$ cat src/rtl/flash_burst_reader.sv
// flash_burst_reader: read-only controller for a 16-bit parallel NOR flash.
// Assembles BUS_DW-bit words from consecutive FLASH_DW-bit halfwords
// (little-endian), supports single/burst word reads with a fixed access wait.
// Optional one-entry read cache enabled by defining FLASH_READ_CACHE_EN.
module flash_burst_reader #(
    parameter  int ADDR_W      = 22,
    parameter  int BUS_DW      = 32,
    parameter  int FLASH_DW    = 16,
    parameter  int WAIT_CYCLES = 3,
    parameter  int BURST_MAX   = 4,
    localparam int HALVES      = BUS_DW / FLASH_DW,
    localparam int HB          = $clog2(HALVES),
    localparam int LEN_W       = $clog2(BURST_MAX + 1)
) (
    input  logic                 clk,
    input  logic                 rst,
    input  logic [ADDR_W-1:0]    bus_addr,
    input  logic [LEN_W-1:0]     bus_len,
    input  logic                 read_op,
    output logic                 bus_busy,
    output logic                 bus_valid,
    output logic [BUS_DW-1:0]    bus_data,
    output logic [ADDR_W+HB-1:0] flash_a,
    input  logic [FLASH_DW-1:0]  flash_d_in,
    output logic                 flash_ce_n,
    output logic                 flash_oe_n,
    output logic                 flash_we_n,
    output logic                 flash_rp_n,
    output logic                 flash_byte_n
);

    localparam int HALF_W = (HB > 0) ? HB : 1;
    localparam int WC_W   = $clog2(WAIT_CYCLES + 1);

    typedef enum logic [2:0] {
        S_IDLE, S_ADDR, S_WAIT, S_LATCH, S_DONE, S_HIT
    } state_t;

    state_t              state, state_nx;
    logic [ADDR_W-1:0]   word_addr;
    logic [HALF_W-1:0]   half;
    logic [LEN_W-1:0]    words_left;
    logic [LEN_W-1:0]    eff_len;
    logic [WC_W-1:0]     wait_cnt;
    logic [BUS_DW-1:0]   asm_q;
    logic [BUS_DW-1:0]   asm_nx;
    logic [BUS_DW-1:0]   cache_rd;
    logic                accept;
    logic                hit;
    logic                last_half;
    logic                last_word;
    logic                strobe_nx;

    assign flash_we_n   = 1'b1;
    assign flash_rp_n   = 1'b1;
    assign flash_byte_n = 1'b1;

    generate
        if (HB == 0) begin : g_single_half
            assign flash_a = word_addr;
        end else begin : g_multi_half
            assign flash_a = {word_addr, half};
        end
    endgenerate

    // Effective length: zero means one word, oversize clamps to BURST_MAX
    always_comb begin
        eff_len = bus_len;
        if (bus_len == '0)
            eff_len = LEN_W'(1);
        else if (bus_len > LEN_W'(BURST_MAX))
            eff_len = LEN_W'(BURST_MAX);
    end

    assign last_half = (half == HALF_W'(HALVES - 1));
    assign last_word = (words_left == LEN_W'(1));

    // Merge the halfword on the flash bus into the word being assembled
    always_comb begin
        asm_nx = asm_q;
        asm_nx[half*FLASH_DW +: FLASH_DW] = flash_d_in;
    end

`ifdef FLASH_READ_CACHE_EN
    logic [ADDR_W-1:0] cache_tag;
    logic [BUS_DW-1:0] cache_data;
    logic              cache_valid;

    assign hit      = cache_valid && (eff_len == LEN_W'(1)) && (cache_tag == bus_addr);
    assign cache_rd = cache_data;

    // Remember the most recently delivered flash word and its address
    always_ff @(posedge clk) begin
        if (rst) begin
            cache_valid <= 1'b0;
            cache_tag   <= '0;
            cache_data  <= '0;
        end else if (state == S_LATCH && last_half) begin
            cache_valid <= 1'b1;
            cache_tag   <= word_addr;
            cache_data  <= asm_nx;
        end
    end
`else
    assign hit      = 1'b0;
    assign cache_rd = '0;
`endif

    // Next-state and combinational outputs
    always_comb begin
        state_nx  = state;
        accept    = 1'b0;
        bus_busy  = 1'b0;
        strobe_nx = 1'b0;
        case (state)
            S_IDLE, S_DONE: begin
                accept   = read_op;
                state_nx = read_op ? (hit ? S_HIT : S_ADDR) : S_IDLE;
            end
            S_ADDR: begin
                bus_busy = 1'b1;
                state_nx = S_WAIT;
            end
            S_WAIT: begin
                bus_busy = 1'b1;
                if (wait_cnt == '0)
                    state_nx = S_LATCH;
            end
            S_LATCH: begin
                bus_busy = 1'b1;
                state_nx = (!last_half || !last_word) ? S_ADDR : S_DONE;
            end
            S_HIT: begin
                bus_busy = 1'b1;
                state_nx = S_IDLE;
            end
            default: state_nx = S_IDLE;
        endcase
        strobe_nx = (state_nx == S_ADDR) || (state_nx == S_WAIT) || (state_nx == S_LATCH);
    end

    // State register and registered flash strobes (low for the whole access)
    always_ff @(posedge clk) begin
        if (rst) begin
            state      <= S_IDLE;
            flash_ce_n <= 1'b1;
            flash_oe_n <= 1'b1;
        end else begin
            state      <= state_nx;
            flash_ce_n <= ~strobe_nx;
            flash_oe_n <= ~strobe_nx;
        end
    end

    // Address/length counters, halfword assembly and word delivery
    always_ff @(posedge clk) begin
        if (rst) begin
            word_addr  <= '0;
            half       <= '0;
            words_left <= '0;
            wait_cnt   <= '0;
            asm_q      <= '0;
            bus_data   <= '0;
            bus_valid  <= 1'b0;
        end else begin
            bus_valid <= 1'b0;
            case (state)
                S_IDLE, S_DONE: begin
                    if (accept) begin
                        if (hit) begin
                            bus_valid <= 1'b1;
                            bus_data  <= cache_rd;
                        end else begin
                            word_addr  <= bus_addr;
                            half       <= '0;
                            words_left <= eff_len;
                        end
                    end
                end
                S_ADDR: wait_cnt <= WC_W'(WAIT_CYCLES - 1);
                S_WAIT: begin
                    if (wait_cnt != '0)
                        wait_cnt <= wait_cnt - WC_W'(1);
                end
                S_LATCH: begin
                    asm_q <= asm_nx;
                    if (!last_half) begin
                        half <= half + HALF_W'(1);
                    end else begin
                        bus_valid  <= 1'b1;
                        bus_data   <= asm_nx;
                        words_left <= words_left - LEN_W'(1);
                        if (!last_word) begin
                            word_addr <= word_addr + ADDR_W'(1);
                            half      <= '0;
                        end
                    end
                end
                default: ;
            endcase
        end
    end

endmodule

$ cat config.mk
export PLATFORM = sky130hd
export DESIGN_NAME = flash_burst_reader
export DESIGN_NICKNAME = d
export VERILOG_FILES = /design/src/rtl/flash_burst_reader.sv
export SDC_FILE = /design/constraint.sdc
export NUM_CORES = 1
export LEC_CHECK = 0
export CORE_ASPECT_RATIO = 2
export CORE_MARGIN = 4
export CORE_UTILIZATION = 32
export CTS_BUF_LIST = sky130_fd_sc_hd__clkbuf_16
export DETAILED_ROUTE_END_ITERATION = 16
export PLACE_DENSITY = 0.6
export SLEW_MARGIN = 10
export SYNTH_ARGS = -nofsm -noshare
export SYNTH_HDL_FRONTEND = slang
export SYNTH_SLANG_ARGS = --single-unit
export TNS_END_PERCENT = 10
$ cat constraint.sdc
create_clock -name clk -period 1.5 [get_ports clk]
set_input_delay 0.225 -clock clk [delete_from_list [all_inputs] [get_ports clk]]
set_output_delay 0.225 -clock clk [all_outputs]
set_load 0.005 [all_outputs]
Yosys cells after proc, flatten, opt, wreduce, memory -nomap -nowiden --
Index checks and enable logic that the tools add are counted.
Storage, ports and cells: bits in registers 97, latch bits 0, memory bits (writable) 0, ROM bits 0, bits of input ports 44, output and inout bits 62, memories 0
Cells by class: add/sub/neg operators 5, multiply operators 0, divide/modulo/power cells 0, magnitude comparators 1, equality and inequality tests 13, shift-type cells 2, muxes and demuxes 23, bitwise operators 2, reductions and logical operators 19
Operators with widths (count):
- $mux W22 | 3
- $pmux W22 S2 | 1
- $neg A5 Y34 | 1
- $shift A16 B34 Y32 const A | 1
- $shiftx A16 B34 Y32 | 1
- $bwmux W32 | 1
- $add A22 B1 Y22 const B | 1
- $mux W3 | 6
- $eq A3 B2 Y1 const B | 4
- $pmux W3 S4 | 1
- $eq A3 B1 Y1 const B | 3
- $ne A2 B2 Y1 const B | 4
- $mux W1 | 7
- $eq A3 B3 Y1 const B | 2
- $logic_not A3 Y1 | 2
- $pmux W3 S2 | 1
- $reduce_and A2 Y1 | 3
- $reduce_bool A2 Y1 | 3
- $pmux W2 S2 | 1
- $reduce_and A4 Y1 | 1
- $reduce_or A2 Y1 | 2
- $reduce_or A4 Y1 | 1
- $gt A3 B3 Y1 const B | 1
- $logic_or A1 B1 Y1 | 3
- 9 further kinds | 11

Depth between registers and ports, before layout --
Gate-level depths: netlist (run 1).
depth after elaboration 9, mapped depth 8, depth with buffers taken out 7

Least setup slack after synthesis (run 1) --
No wires, ideal clock.
kind register -> register, start point register word_addr[0], end point register word_addr[20], library setup time 0.131 ns, data arrival time 1.549 ns, data required time 1.369 ns, slack -0.180 ns, cell stages (with the launch flop) 7, period minus slack after synthesis 1.680 ns, cell sequence dfxtp_1 -> ha_1 -> nand4_1 -> nor4_1 -> nand4_1 -> mux2i_1 -> o22ai_1
On the way: cells in the longest elaborated chain, start to end 4
RTL lines:
- from (decl) | RTL line 40 | logic [ADDR_W-1:0] word_addr;
- from (signal assigned) | RTL line 174 | word_addr <= bus_addr;
- from (signal assigned) | RTL line 194 | word_addr <= word_addr + ADDR_W'(1);
- $add A22 B1 Y22 | RTL line 194
- $mux W22 | RTL line 193 | if (!last_word) begin
- $mux W22 | RTL line 187 | if (!last_half) begin
- $pmux W22 S2 | RTL line 167 | case (state)
No other way between the ends. The select of a mux whose other input is x is not followed. A chain may end at the register's enable or synchronous reset.

Worst setup path after layout (run 1) --
start point register state[1], end point register word_addr[18]
On the way: cells in the longest elaborated chain, start to end 5, elaborated cells on any way between the ends 11, those cells by class eq/ne: 5; mux: 2; reduce/logical: 4
RTL lines:
- from (decl) | RTL line 39 | state_t state, state_nx;
- from (signal assigned) | RTL line 149 | state <= state_nx;
- $eq A3 B3 Y1 or $logic_not A3 Y1 (tied branches) | RTL line 115, 167
- $reduce_or A2 Y1 | RTL line 115, 167
- $mux W1 | RTL line 115 | case (state)
- $ne A2 B2 Y1 (no source line)
- $reduce_and A4 Y1 (no source line)
Parallel ways exist; a longest one is shown, timed or not.

==> results.yml, run 1 <==
sta:
  fin_crit_sh: 1.08
  layout_setup_ws_ps: -122
  hold_slack_ps: 285
  setup-violations-final: 8
  report.final.hold_viol_count: 0
  period_minus_slack_ps: 1620
  slew_violations: 0
  fmax_mhz: 617
  clock_skew_ps: 4.86
  rsz0062_at_grt: "yes"
power:
  p_switching_uw: 1770
  clkPwrFrac: 0.357
  powerDensity_nw_per_um2: 1030
  p_int_uw: 4230
  netSwitchingFraction: 0.295
  p_seq_frac: 0.409
  combPwrFrac: 0.234
  peakVddDrop_uv: 692
  power_leakage_uw: 0.00229
route:
  drc: 0
  drt_iter0_markers: 155
  routedWlPerCell_um: 14.7
  dr_total_vias: 3883
  wl_um: 11300
  via_per_inst: 5.04
  drtAntennaViolNets: 0
  dr.pass1.iters: 4
grt:
  grtUsageMet2: 0.326
  grt_max_degree: 35
  grt_pass1_vias: 3978
  overflow: 0
  grt_pass1_wl_um: 18900
  grt.busiest_layer: "met2"
  grt_use_met1: 0.173
  grt_usage: 0.171
  antenna_found_initial: 0
  grt_use_met3: 0.0375
die:
  io-pin-count: 106
  num_rows: 55
  dieWidth_um: 84.2
  initial_utilization: 0.327
  die_y_um: 160
  fp.dieArea_um2: 13500
  coreArea_um2: 11400
placement:
  placed_area_um2: 5330
  dp_hpwl_um: 8390
  gp_congestion: 0.829
  port_buffers: 102
yosys:
  ys_top_cells_by_area: "dfxtp_1, nand2_1, a21oi_1, nor2_1, clkbuf_1"
  synthFlopType: "dfxtp_1"
  yosysTopAreaCellShare: 0.437
  yosysWarningCount: 0
  ys_ff_latch: 81
  synth-edff-count: 0
  syn_inst: 482
  yosysTopAreaCell: "dfxtp_1"
  synth_cell_types: 51
  yosysSeqAreaShare: 0.437
  netlist_area_um2: 3710
  asyncSetResetFlopFracSynth: 0
  syn_avg_cell_area_um2: 7.70
clock_network:
  h-tree-depth: 3
  cts_sinks: 81
  clk_path_buf_depth: 2
  clkTransAtPathRegs_ps: 60
  cts_made_buffers: 9
  insertion_delay_ps: 340
  cts-root-buf: "clkbuf_16"
  cts_tree: "built"
worst_setup_path:
  crit_fanout: 8
  ff2ff_setup_slack_ps: -120
  start_kind: "flop"
  critPathKind: "flop to flop"
  worstRegToRegCells: 6
  crit_path_start: "state[1]$_SDFF_PP0_"
  worst_ep_required_time_ps: 1770
  cp.arrival_ps: 1890
  r2r-end: "word_addr[18]$_SDFFE_PP0P_"
  timing.rr.start: "state[1]$_SDFF_PP0_"
  cp-end-kind: "flop"
  worstSetupEndpoint: "word_addr[18]$_SDFFE_PP0P_"
run:
  drv_cap: 0
cells_and_area:
  nFillCells: 1133
  final_common_cell: "nand2_1"
  design_area_um2: 5830
  drive_above_1_share: 0.223
  num_antenna_cells: 0
  seq_area_um2: 1670
  final_cell_mix: "nand2_1, clkdlybuf4s50_1, a21oi_1"
  nets: 672
  area_growth_pct: 57.1
  multi_input_area_um2: 2010
run_status:
  violations: "negative setup slack"
  status: "complete, but fails checks"
hold_path:
  min_path_type: "input port to flop"
==> layer usage <==
metal / part of all wire / vias to the layer above
li1: - / 1938
met1: 0.37 / 1838
met2: 0.56 / 91
met3: 0.050 / 16
met4: 0.019 / 0
met5: 0 / -
==> synth_stat cells (3+ instances only) <==
cell	number
buf_4	10
o32ai_1	3
nand3_1	10
nor4_1	6
inv_1	11
dfxtp_1	81
and2_1	3
buf_2	5
a22oi_1	7
nor2_1	34
a211oi_1	5
nand4_1	10
mux2i_1	5
nand2_1	115
or3_1	3
o21ai_0	15
nand2b_1	4
nor3b_1	4
nor3_1	10
o22ai_1	4
clkbuf_1	25
a21oi_1	66
ha_1	4
a22o_1	5
a31oi_1	4
and3_1	5
==> power by group through the flow <==
stage	clock, µW	combinational [µW]	sequential (µW)
finish	2140	1400	2450
global route	2280	1550	2470
CTS	2210	1370	2440
detailed placement	0	1370	2470
global placement	0	1350	2470
floorplan	0	648	2460
==> sequential cells by signal (all words and copies together) (netlist names), 2 cells and up <==
| signal | cells |
|---|---|
| asm_q | 16 |
| wait_cnt | 2 |
| bus_data | 32 |
| state | 3 |
| words_left | 3 |
| word_addr | 22 |
==> worst max-delay path, cell delays in order, from the launching register on <==
cell and delay [ps]:
dfxtp_4 390, buf_6 130, nor3b_4 220, a21oi_2 60, or3_1 300, mux2_4 290
a31oi_4 150
==> how the worst min path moves through the flow <==
stage / start / to / slack, ps / cells after the start
floorplan: flash_d_in[0] / asm_q[0]$_SDFFE_PP0P_ / 360 / 2
global placement: asm_q[4]$_SDFFE_PP0P_ / bus_data[4]$_SDFFE_PP0P_ / 440 / 2
detailed placement: bus_data[7]$_SDFFE_PP0P_ / bus_data[7]$_SDFFE_PP0P_ / 450 / 2
CTS: rst / word_addr[14]$_SDFFE_PP0P_ / 270 / 2
global route: rst / word_addr[14]$_SDFFE_PP0P_ / 290 / 2
finish: rst / word_addr[13]$_SDFFE_PP0P_ / 290 / 2
==> timing repair <==
item / in CTS / in global routing
setup endpoints to repair: 66 / 46
endpoints found under the hold margin: 0 / 0
setup buffers: 4 / 1
hold buffers: 0 / 0
pin swaps: 8 / 10
resized for setup: 54 / 37
==> cell families after synthesis <==
group | synth area share
xor+xnor | 0.00236
mux | 0.0165
fa+ha+maj | 0.0135
simple gates | 0.266
buf+inv | 0.0694
compound gates | 0.195
flops | 0.437
other cells | 0.00101
==> final cells by class <==
| cell class | instances | area share |
|---|---|---|
| Sequential cell | 81 | 0.287 |
| Timing Repair Buffer | 171 | 0.282 |
| Clock inverter | 7 | 0.00987 |
| Clock buffer | 9 | 0.0386 |
| Multi-Input combinational cell | 350 | 0.345 |
| Tap cell | 142 | 0.0305 |
| Inverter | 11 | 0.00708 |
==> stage by stage <==
step	TNS, ps	util	total power (µW)	cells	setup slack, ps
floorplan	-412	-	3110	484	-55.5
global placement	-8380	0.469	3820	751	-374
detailed placement	-9220	0.469	3850	751	-419
CTS	-752	0.503	6020	771	-117
global route	-2010	0.514	6300	771	-189
finish	-337	0.514	6000	771	-122
No activity file was read; power rests on OpenSTA's default activity.
==> inputs of run 2 (changes only) <==
--- a/config.mk
+++ b/config.mk
@@ -5,12 +5,14 @@
 export SDC_FILE = /design/constraint.sdc
 export NUM_CORES = 1
 export LEC_CHECK = 0
+export ABC_AREA = 1
 export CORE_ASPECT_RATIO = 2
 export CORE_MARGIN = 4
 export CORE_UTILIZATION = 32
 export CTS_BUF_LIST = sky130_fd_sc_hd__clkbuf_16
 export DETAILED_ROUTE_END_ITERATION = 16
-export PLACE_DENSITY = 0.6
+export PLACE_DENSITY = 0.59
+export RECOVER_POWER = 50
 export SLEW_MARGIN = 10
 export SYNTH_ARGS = -nofsm -noshare
 export SYNTH_HDL_FRONTEND = slang
==> run 2 against run 1 <==
Net effect: the run now ends clean; combinational power fell by 36%; design area down 2.7%; sequential power fell by 2%; largest cell class unchanged.
==> results.yml, run 2 <==
route:
  routedWlPerCell_um: 14.5
  drtAntennaViolNets: 0
  dr_total_vias: 4009
  dr.pass1.iters: 4
  wl_um: 12000
  drt_iter0_markers: 123
  via_per_inst: 4.84
  drc: 0
clock_network:
  cts_made_buffers: 9
  clkTransAtPathRegs_ps: 60
  cts_tree: "built"
  cts-root-buf: "clkbuf_16"
  cts_sinks: 81
  insertion_delay_ps: 330
  h-tree-depth: 3
  clk_path_buf_depth: 2
  hold_buffers: 0
yosys:
  yosysWarningCount: 0
  synth-edff-count: 0
  syn_avg_cell_area_um2: 6.98
  synthFlopType: "dfxtp_1"
  yosysTopAreaCellShare: 0.427
  yosysTopAreaCell: "dfxtp_1"
  yosysMostFrequentCell: "nand2_1"
  ys_top_cells_by_area: "dfxtp_1, nand2_1, nand3_1, o21ai_0, nor2_1"
  asyncSetResetFlopFracSynth: 0
  netlist_area_um2: 3800
  yosys-top-cells-count: "nand2_1, dfxtp_1, nor2_1, nand3_1, o21ai_0"
  yosysSeqAreaShare: 0.427
  synth_cell_types: 31
  ys_ff_latch: 81
  syn_inst: 544
power:
  power_leakage_uw: 0.00238
  peakVddDrop_uv: 626
  power.total_uw: 5510
  powerDensity_nw_per_um2: 970
placement:
  port_buffers: 102
  dp_hpwl_um: 9300
  placed_area_um2: 5230
  gp_congestion: 0.890
cells_and_area:
  design_area_um2: 5680
  top_regs: "bus_data x32, word_addr x22, asm_q x16"
  drive_above_1_share: 0.202
  regMostFlops: "bus_data"
  area_growth_pct: 49.4
  nets: 726
  final_common_cell: "nand2_1"
  final_cell_mix: "nand2_1, clkdlybuf4s50_1, dfxtp_1"
  num_antenna_cells: 0
  largest_register_ffs: 32
sta:
  rsz0062_at_grt: "yes"
  clock_skew_ps: 5.42
  slew_violations: 0
  fin_crit_sh: 0.992
  report.final.hold_viol_count: 0
  period_minus_slack_ps: 1490
  fmax_mhz: 672
  setup-violations-final: 0
worst_setup_path:
  cp.arrival_ps: 1710
  start_kind: "flop"
  worst_ep_required_time_ps: 1730
  critPathKind: "flop to flop"
  cp-end-kind: "flop"
  crit_fanout: 3
die:
  io-pin-count: 106
  num_rows: 56
  coreArea_um2: 11700
  fp.dieArea_um2: 13800
  die_y_um: 162
  initial_utilization: 0.325
  dieWidth_um: 85.0
grt:
  overflow: 0
  grt_pass1_wl_um: 19200
  grt_max_degree: 40
  grt_usage: 0.174
  antenna_found_initial: 0
  grt_pass1_vias: 3961
run_status:
  status: "complete, no violations"
run:
  drv_cap: 0
hold_path:
  min_path_type: "flop to flop"
-- run 2: stage by stage --
stage / utilization / setup TNS (ps) / hold slack [ps] / worst slack, ps / cells
6_report: 0.485 / 0 / 441 / 12.4 / 828
5_1_grt: 0.485 / -190 / 459 / -54.3 / 828
4_1_cts: 0.479 / -294 / 442 / -58.8 / 828
3_5_place_dp: 0.447 / -3540 / 425 / -218 / 811
3_3_place_gp: 0.447 / -2830 / 421 / -172 / 811
2_1_floorplan: - / 0 / 360 / 20.3 / 546
-- run 2: cells by family (layout without fill, tap and decap cells) --
| kind of cell | Yosys count | after routing | synth area share |
|---|---|---|---|
| compound gates | 112 | 112 | 0.159 |
| xor+xnor | 2 | 2 | 0.00461 |
| fa+ha+maj | 4 | 4 | 0.0132 |
| buf+inv | 87 | 224 | 0.103 |
| flops | 81 | 81 | 0.427 |
| other cells | 1 | 3 | 0.000987 |
| simple gates | 257 | 257 | 0.292 |
-- run 2: layout make-up --
cell class / count / area (µm²)
fillers: 1171 / 6020
inverters: 51 / 196
well taps: 145 / 181
multi-input cells: 378 / 1890
clock inverters: 7 / 78.8
clock buffers: 9 / 225
repair buffers: 157 / 1440
flip-flops and latches: 81 / 1660
-- run 2: repair_timing --
| action | CTS | global route |
|---|---|---|
| endpoints found under the setup margin | 39 | 25 |
| pin swaps | 2 | 2 |
| setup buffers | 1 | 0 |
| gates resized for setup | 55 | 23 |
-- run 2: worst max-delay path: stages, from the launching register on --
cell	delay [ps]
dfxtp_2	360
ha_4	140
nand2_2	80
nor2_4	120
buf_4	160
nand3_1	140
o21ai_1	160
nand3_1	90
nand2_1	80
a21oi_2	50
-- run 2: layer usage --
| layer | wire (µm) | vias to the layer above | GRT usage |
|---|---|---|---|
| li1 | - | 2009 | - |
| met1 | 4430 | 1832 | 0.173 |
| met2 | 6550 | 138 | 0.329 |
| met3 | 588 | 30 | 0.0360 |
| met4 | 474 | 0 | 0.0886 |
| met5 | 0 | - | 0 |
-- run 2: worst paths after layout --
| kind | start | end | slack, ps | cells after the start |
|---|---|---|---|---|
| min reg2reg | bus_data[18]$_SDFFE_PP0P_ | bus_data[18]$_SDFFE_PP0P_ | 440 | 2 |
| max | word_addr[1]$_SDFFE_PP0P_ | word_addr[18]$_SDFFE_PP0P_ | 10 | 9 |
| min | bus_data[18]$_SDFFE_PP0P_ | bus_data[18]$_SDFFE_PP0P_ | 440 | 2 |
| max reg2reg | word_addr[1]$_SDFFE_PP0P_ | word_addr[18]$_SDFFE_PP0P_ | 10 | 9 |
-- run 2: report_power, final --
group | internal [µW] | switching, µW
registers | 2270 | 114
logic | 454 | 437
clock network | 1300 | 926
total | 4030 | 1480
==> inputs of run 3 (changes only) <==
--- a/config.mk
+++ b/config.mk
@@ -9,7 +9,6 @@
 export CORE_ASPECT_RATIO = 2
 export CORE_MARGIN = 4
 export CORE_UTILIZATION = 32
-export CTS_BUF_LIST = sky130_fd_sc_hd__clkbuf_16
 export DETAILED_ROUTE_END_ITERATION = 16
 export PLACE_DENSITY = 0.59
 export RECOVER_POWER = 50
==> results of run 3 <==
No change in the layout: final DEF, timing and power equal those of run 2.
